==> config.mk <==
export PLATFORM = sky130hd
export DESIGN_NAME = gpio_req_arbiter
export DESIGN_NICKNAME = d
export VERILOG_FILES = /design/src/rtl/gpio_req_arbiter.sv
export SDC_FILE = /design/constraint.sdc
export NUM_CORES = 1
export LEC_CHECK = 0
export CORE_MARGIN = 5
export CORE_UTILIZATION = 30
export DETAILED_ROUTE_END_ITERATION = 10
export PLACE_DENSITY = 0.78
export SLEW_MARGIN = 20
export SYNTH_ARGS = -nofsm -noshare
export SYNTH_HDL_FRONTEND = slang
export SYNTH_SLANG_ARGS = --single-unit
==> constraint.sdc <==
create_clock -name clk -period 2.3 [get_ports clk]
set_input_delay 0.46 -clock clk [delete_from_list [all_inputs] [get_ports clk]]
set_output_delay 0.46 -clock clk [all_outputs]
set_load 0.02 [all_outputs]
==> src/rtl/gpio_req_arbiter.sv <==
// Round-robin arbiter sharing one 16-bit GPIO output word between NUM_REQ AXIS requesters.
// Optional readback response path enabled by defining GPIO_ARB_READBACK_EN.

module gpio_req_arbiter_lane (
  input  logic [31:0] tdata,
  input  logic [15:0] shadow,
  output logic [15:0] merged
);
  // [31:16] selects which shadow bits take the new value in [15:0]
  assign merged = (shadow & ~tdata[31:16]) | (tdata[15:0] & tdata[31:16]);
endmodule

module gpio_req_arbiter #(
  parameter  int NUM_REQ     = 4,
  parameter  int HOLD_CYCLES = 16,
  localparam int ID_W        = (NUM_REQ > 1) ? $clog2(NUM_REQ) : 1
) (
  input  logic                  clk,
  input  logic                  rst_n,
  input  logic [NUM_REQ-1:0]    req_tvalid,
  output logic [NUM_REQ-1:0]    req_tready,
  input  logic [32*NUM_REQ-1:0] req_tdata,
  output logic [31:0]           m_axis_tdata,
  output logic                  m_axis_tvalid,
  input  logic                  m_axis_tready,
  input  logic [31:0]           gpio_rd_in,
  output logic [31:0]           rsp_tdata,
  output logic [ID_W-1:0]       rsp_tid,
  output logic                  rsp_tvalid,
  input  logic                  rsp_tready
);

  localparam int SCAN_W = ID_W + 1;
  localparam int HC_W   = $clog2(HOLD_CYCLES + 1);

  typedef enum logic [2:0] {
    S_IDLE  = 3'd0,
    S_GRANT = 3'd1,
    S_DRIVE = 3'd2,
    S_HOLD  = 3'd3,
    S_RESP  = 3'd4
  } state_t;

  state_t                    state_q, state_d;
  logic [ID_W-1:0]           grant_q;
  logic [ID_W-1:0]           rr_ptr_q;
  logic [15:0]               shadow_q;
  logic [HC_W-1:0]           hold_cnt_q;
  logic                      hold_last;
  logic [ID_W-1:0]           win;
  logic                      win_found;
  logic [SCAN_W-1:0]         scan;
  logic [NUM_REQ-1:0][15:0]  lane_merged;

  genvar gi;
  generate
    for (gi = 0; gi < NUM_REQ; gi++) begin : g_lane
      gpio_req_arbiter_lane u_lane (
        .tdata  (req_tdata[32*gi +: 32]),
        .shadow (shadow_q),
        .merged (lane_merged[gi])
      );
    end
  endgenerate

  // Rotating priority: first valid requester at or above rr_ptr, wrapping.
  always_comb begin
    win       = rr_ptr_q;
    win_found = 1'b0;
    scan      = '0;
    for (int k = 0; k < NUM_REQ; k++) begin
      scan = {1'b0, rr_ptr_q} + SCAN_W'(k);
      if (scan >= SCAN_W'(NUM_REQ)) scan = scan - SCAN_W'(NUM_REQ);
      if (!win_found && req_tvalid[scan[ID_W-1:0]]) begin
        win       = scan[ID_W-1:0];
        win_found = 1'b1;
      end
    end
  end

  assign hold_last = (hold_cnt_q == HC_W'(HOLD_CYCLES - 1));

  always_comb begin
    state_d       = state_q;
    req_tready    = '0;
    m_axis_tvalid = 1'b0;
    case (state_q)
      S_IDLE:  if (win_found) state_d = S_GRANT;
      S_GRANT: begin
        req_tready[grant_q] = 1'b1;
        state_d             = S_DRIVE;
      end
      S_DRIVE: begin
        m_axis_tvalid = 1'b1;
        if (m_axis_tready) state_d = S_HOLD;
      end
      S_HOLD: begin
        if (hold_last) begin
`ifdef GPIO_ARB_READBACK_EN
          state_d = S_RESP;
`else
          state_d = S_IDLE;
`endif
        end
      end
      S_RESP:  if (rsp_tready) state_d = S_IDLE;
      default: state_d = S_IDLE;
    endcase
  end

  always_ff @(posedge clk or negedge rst_n) begin
    if (!rst_n) begin
      state_q    <= S_IDLE;
      grant_q    <= '0;
      rr_ptr_q   <= '0;
      shadow_q   <= '0;
      hold_cnt_q <= '0;
    end else begin
      state_q <= state_d;
      if (state_q == S_IDLE && win_found) grant_q <= win;
      if (state_q == S_GRANT) begin
        shadow_q <= lane_merged[grant_q];
        rr_ptr_q <= (grant_q == ID_W'(NUM_REQ - 1)) ? '0 : grant_q + ID_W'(1);
      end
      if (state_q == S_HOLD) hold_cnt_q <= hold_last ? '0 : hold_cnt_q + HC_W'(1);
    end
  end

  // Downstream buffer ignores tvalid, so the word is driven continuously.
  assign m_axis_tdata = {16'h0, shadow_q};

`ifdef GPIO_ARB_READBACK_EN
  logic [31:0]     rsp_tdata_q;
  logic [ID_W-1:0] rsp_tid_q;

  always_ff @(posedge clk or negedge rst_n) begin
    if (!rst_n) begin
      rsp_tdata_q <= '0;
      rsp_tid_q   <= '0;
    end else if (state_q == S_HOLD && hold_last) begin
      rsp_tdata_q <= gpio_rd_in;
      rsp_tid_q   <= grant_q;
    end
  end

  assign rsp_tvalid = (state_q == S_RESP);
  assign rsp_tdata  = rsp_tdata_q;
  assign rsp_tid    = rsp_tid_q;
`else
  logic unused_readback;
  assign unused_readback = ^{rsp_tready, gpio_rd_in};
  assign rsp_tvalid      = 1'b0;
  assign rsp_tdata       = '0;
  assign rsp_tid         = '0;
`endif

endmodule
Word-level counts from Yosys, hierarchy flattened

Cells that the tools add are included.
Widths: inputs -> output; s select.

Add/sub/neg operators: 9
Order comparisons: 10
Eq/ne operators: 10
Bitwise gates (word level): 16
Mux-type cells: 33
Reductions and logical operators: 10

Operators with widths:

| operator            | number |
|---|---|
| $and 16x16->16      | 8 |
| $not 16->16         | 4 |
| $or 16x16->16       | 4 |
| $bmux 16 s2         | 1 |
| $mux 2              | 9 |
| $mux 16             | 1 |
| $lt 2x3->1 const B  | 5 |
| $pmux 3 s5          | 1 |
| $mux 3              | 4 |
| $mux 1              | 10 |
| $ge 3x3->1 const B  | 3 |
| $bmux 1 s2          | 4 |
| $ne 2x2->1 const B  | 4 |
| $sub 2x1->2 const B | 4 |
| $add 2x2->3 const B | 2 |
| $eq 3x2->1 const B  | 2 |
| $add 5x1->5 const B | 1 |
| $eq 5x4->1 const B  | 1 |
| $logic_and 1x1->1   | 5 |
| $mux 5              | 1 |
| $mux 4              | 1 |
| $reduce_and 4->1    | 1 |
| $add 2x1->3 const B | 1 |
| $eq 3x1->1 const B  | 1 |
| other kinds (8)     | 10 |

Bits in registers: 28
Word-level logic and storage cells: 93
Output and inout bits: 72

Longest topological paths before layout

Gate-level depths: netlist of the first run.

Depth after elaboration: 16
Gate-level depth with buffers: 7
Mapped depth without buffers: 5

Cells and area by module

Synthesis of the first run repeated with hierarchy kept, for this count alone.

Cell total of the unflattened synthesis: 243
Area total of the unflattened synthesis: 3,088.0 µm²

Modules (own cells, without submodules):

| module                | area an instance (µm²) | cells an instance | times used | seq. area each (µm²) |
|---|---|---|---|---|
| gpio_req_arbiter      | 2,127.0                | 179               | 1          | 675.6 |
| gpio_req_arbiter_lane | 240.2                  | 16                | 4          | 0.0 |

Worst setup path before layout of the first run

OpenSTA, ideal clock, no wires.

Path kind: register to register
From: reg state_q[1]
To: reg (tool-made name)
Path buffers: 2
Cell stages (with the launch flop): 8
Required time: 2.175 ns
Arrival time: 1.585 ns
Setup slack: 0.590 ns
Setup time: 0.125 ns
Cell sequence: dfrtp_1 > inv_1 > ha_1 > clkbuf_2 > nand2_1 > buf_4 > o22ai_1 > mux2_2

RTL lines:

| what                   | RTL line | RTL |
|---|---|---|
| start, declared        | 44       | `state_t state_q, state_d;` |
| start signal, assigned | 119      | `state_q <= state_d;` |

Final worst setup path of the first run

From: reg state_q[0]
To: out m_axis_tvalid

Cells in the longest elaborated chain, start to end: 2

Ends and longest elaborated chain:

| what          | RTL line | RTL |
|---|---|---|
| $eq 3x2->1    | 87       | `case (state_q)` |
| $mux 1        | 87       |  |
| end, declared | 24       | `output logic m_axis_tvalid,` |

No other way between the ends.

==> metrics.md, run 1 <==
| Metric | Value |
|---|---|
| Status | completed |
| PD cells | 833 nW/µm² |
| Hold Crit Class | reg2reg |
| Worst-Skew Late Latency | 0.28 ns |
| First-pass GRT wire length | 14500 µm |
| Hold Vio Cnt, Final | 0 |
| Post-synthesis cell count | 317 |
| Worst slew pin tran | 0.540 ns |
| Drt first pass iters | 4 |
| Setup total negative slack | 0 ns |
| Final Cycle Share | 93.5% |
| Overall Global Routing Usage | 15.8% |
| Synth Area in XOR/XNOR | 0.632% |
| IO Pins | 240 |
| Top_reg_cell synth | dfrtp_1 |
| Slowest cell on crit path | clkdlybuf4s50_1 |
| Routed WL per cell | 16.2 µm |
| Maxcap violations | 0 |
| Inserted Clock Buffers | 3 |
| Max H-tree Level | 1 |
| DR vias/cell | 4.78 |
| Vias | 2770 |
| Root Driver | clkbuf_8 |
| Setup violation total in the final timing report | 0 |
| Fin Clk Skew | 0.00438 ns |
| WP data arrival | 1.69 ns |
| Initial antenna violation count | 0 |
| Initial drt markers | 100 |
| Row count | 35 |
| CTS tree | done |
| Max VDD drop | 0.438 mV |
| Slew margin rel. | 64.0% |
| Worst-path clk slew | 0.10 ns |
| Number of synthesized register bits | 27 |
| Largest net degree at the start of global routing | 31 |
| I/O Buffers | 155 |
| Area grow syn2layout | 54.0% |
| Part of the Yosys area used for sequential elements | 24.4% |
| Critical Path RT | 1.84 ns |
| Top delay family on crit path | buffers and inverters |
| Synth cell count leaders | 73 x nand2_1, 58 x buf_4, 34 x mux2i_1 |
| Area leader, netlist | dfrtp_1 |
| Share of the synthesized area in the top cell type | 24.4% |
| Final instance area | 4270 µm² |
| Nets@finish | 648 |
| Drt total wl | 9370 µm |
| Critical path endpoint category | output pin |
| Leakage | 1.84 nW |
| Die Wd | 106 µm |
| Placeable Area | 9110 µm² |
| Top cells by area, synth | dfrtp_1 24%, buf_4 16%, mux2i_1 12%, nand2_1 9.9%, mux2_2 4.9% |
| Antenna diodes | 0 |
| Achievable clock frequency | 0.465 GHz |
| Slew Viols, Final | 0 |
| Postcts setup bufs | 0 |
| Crit Path Class | reg2out |
| RSZ-0062 raised after global routing | false |
| Startpoint Class | flop |
| EDFF count, synth | 0 |
| DP HPWL | 7650 µm |
| Average cell area after synthesis | 8.74 µm² |
| Synth unique cells | 35 |
| Ys async rst share | 100% |
| CTS Hold Bufs | 0 |
| Critical path cell sequence | inv_1 -> ha_1 -> clkdlybuf4s50_1 |
| Slowest cell delay on critical path | 0.63 ns |
| Adder-Cell Fraction of Synth Area | 4.51% |
| Bufs on Longest Clock Path | 2 |
| Sink Count | 27 |
| Max FO, Critical Path | 4 |
| Min cycle time layout | 2.15 ns |
| Placer Congestion | 0.744 |
| Multiplexer share of the synthesized area | 19.9% |
| Global route overflow | 0 |
| Drt drc | 0 |
| Dpl cell area | 4230 µm² |
| Initial Utilization | 30.4% |
| Buf/Inv on CP | 2 |
| Synth Cell Area | 2770 µm² |
| Count leader, synth | nand2_1 |
| Synth Area in Simple Gates | 13.9% |
| Die ar. | 11300 µm² |
| Synth warnings | 0 |
| Number of global-route vias before repair | 2924 |
| Largest family of logic cells by synthesized area | multiplexers |
| Post-route ant nets | 0 |
| Die Y | 106 µm |
| Layout cells sized above 1 | 8.53% |
| Synth Area in Compound Gates | 17.6% |
-- path summary, 6_finish.rpt --
| kind | start | endpoint | slack, ns | depth (start not counted) |
|---|---|---|---|---|
| setup / recovery | state_q[0] | m_axis_tvalid | 0.15 | 3 |
| hold / removal | flop | flop | 0.52 | 1 |
| setup reg to reg | state_q[1] | flop | 0.45 | 5 |
| hold reg to reg | flop | flop | 0.52 | 1 |
| max in group asynchronous | rst_n | grant_q[1] | 1.45 | 2 |
| min in group asynchronous | rst_n | asynchronous set/reset pin | 0.56 | 2 |
-- stage by stage --
stage	worst slack, ns	std cells	power (mW)	util [%]	hold WS (ns)
finish	0.150	580	3.56	46.9	0.518
global route	0.0820	580	3.83	46.9	0.548
CTS	0.137	580	3.61	46.9	0.526
detailed placement	0.204	576	3.30	46.4	0.496
global placement	0.258	576	3.25	46.4	0.464
floorplan	0.590	367	2.50	-	0.164
-- worst register-to-register path, stage by stage, from the launching register on --
cell and delay [ns]:
dfrtp_1 0.43, inv_1 0.12, ha_2 0.27, nand2_2 0.30, o22ai_1 0.26, mux2_2 0.36
-- cells in the final DEF (no fill, tap or decap), types with 2 or more instances in the layout --
| cell | n |
|---|---|
| clkbuf_8 | 3 |
| nor2b_1 | 3 |
| dlygate4sd2_1 | 4 |
| o22ai_1 | 18 |
| mux2_2 | 12 |
| mux2i_1 | 34 |
| o22a_1 | 9 |
| o21a_1 | 2 |
| buf_4 | 4 |
| o22a_2 | 7 |
| and2_1 | 4 |
| nor3_1 | 2 |
| o221ai_1 | 15 |
| nand3_1 | 2 |
| mux2_4 | 5 |
| buf_12 | 2 |
| clkdlybuf4s50_1 | 151 |
| nand2_2 | 2 |
| xnor2_1 | 2 |
| dfrtp_1 | 26 |
| ha_1 | 9 |
| a21oi_1 | 3 |
| conb_1 | 51 |
| inv_1 | 8 |
| nand2_1 | 73 |
| o21ai_0 | 5 |
-- layout make-up --
class	instances	area, µm²
repair buffers	161	1620
fillers	865	4840
clock buffers	4	45.0
flip-flops and latches	27	677
well taps	111	139
multi-input cells	268	1760
inverters	9	33.8
-- metal layers --
layer	part of all wire [%]	track usage [%]	up-vias
li1	-	-	1338
met1	37	17.2	1318
met2	55	31.3	108
met3	6.9	3.64	6
met4	0.75	2.31	0
met5	0	0	-
-- cells by family (layout without fill, tap and decap cells) --
| logic type | Yosys count | count (layout) |
|---|---|---|
| flip-flops | 27 | 27 |
| other | 1 | 51 |
| buffers and inverters | 72 | 174 |
| adder cells (fa/ha/maj) | 10 | 10 |
| XOR/XNOR | 2 | 2 |
| multiplexers | 51 | 51 |
| AO/OA/AOI/OAI | 63 | 63 |
| AND/OR/NAND/NOR | 91 | 91 |
-- where the power goes --
group / switching [mW] / internal (mW)
Clock: 0.160 / 0.124
Sequential: 0.177 / 0.680
Combinational: 1.23 / 1.19
Total: 1.56 / 1.99
-- timing repair --
item,in CTS,in global routing
resized for setup,5,0
endpoints found under the hold margin,0,0
setup endpoints to repair,4,0
No activity file was read; power rests on OpenSTA's default activity.
==> inputs of run 2 (changes only) <==
--- a/config.mk
+++ b/config.mk
@@ -5,6 +5,7 @@
 export SDC_FILE = /design/constraint.sdc
 export NUM_CORES = 1
 export LEC_CHECK = 0
+export ABC_CLOCK_PERIOD_IN_PS = 2300
 export CORE_MARGIN = 5
 export CORE_UTILIZATION = 30
 export DETAILED_ROUTE_END_ITERATION = 10
==> results of run 2 <==
No change in the layout: final DEF, timing and power equal those of run 1.
==> inputs of run 3 (changes only) <==
--- a/config.mk
+++ b/config.mk
@@ -8,6 +8,7 @@
 export ABC_CLOCK_PERIOD_IN_PS = 2300
 export CORE_MARGIN = 5
 export CORE_UTILIZATION = 30
+export CTS_CLUSTER_SIZE = 14
 export DETAILED_ROUTE_END_ITERATION = 10
 export PLACE_DENSITY = 0.78
 export SLEW_MARGIN = 20
==> results of run 3 <==
No change in the layout: final DEF, timing and power equal those of run 1.
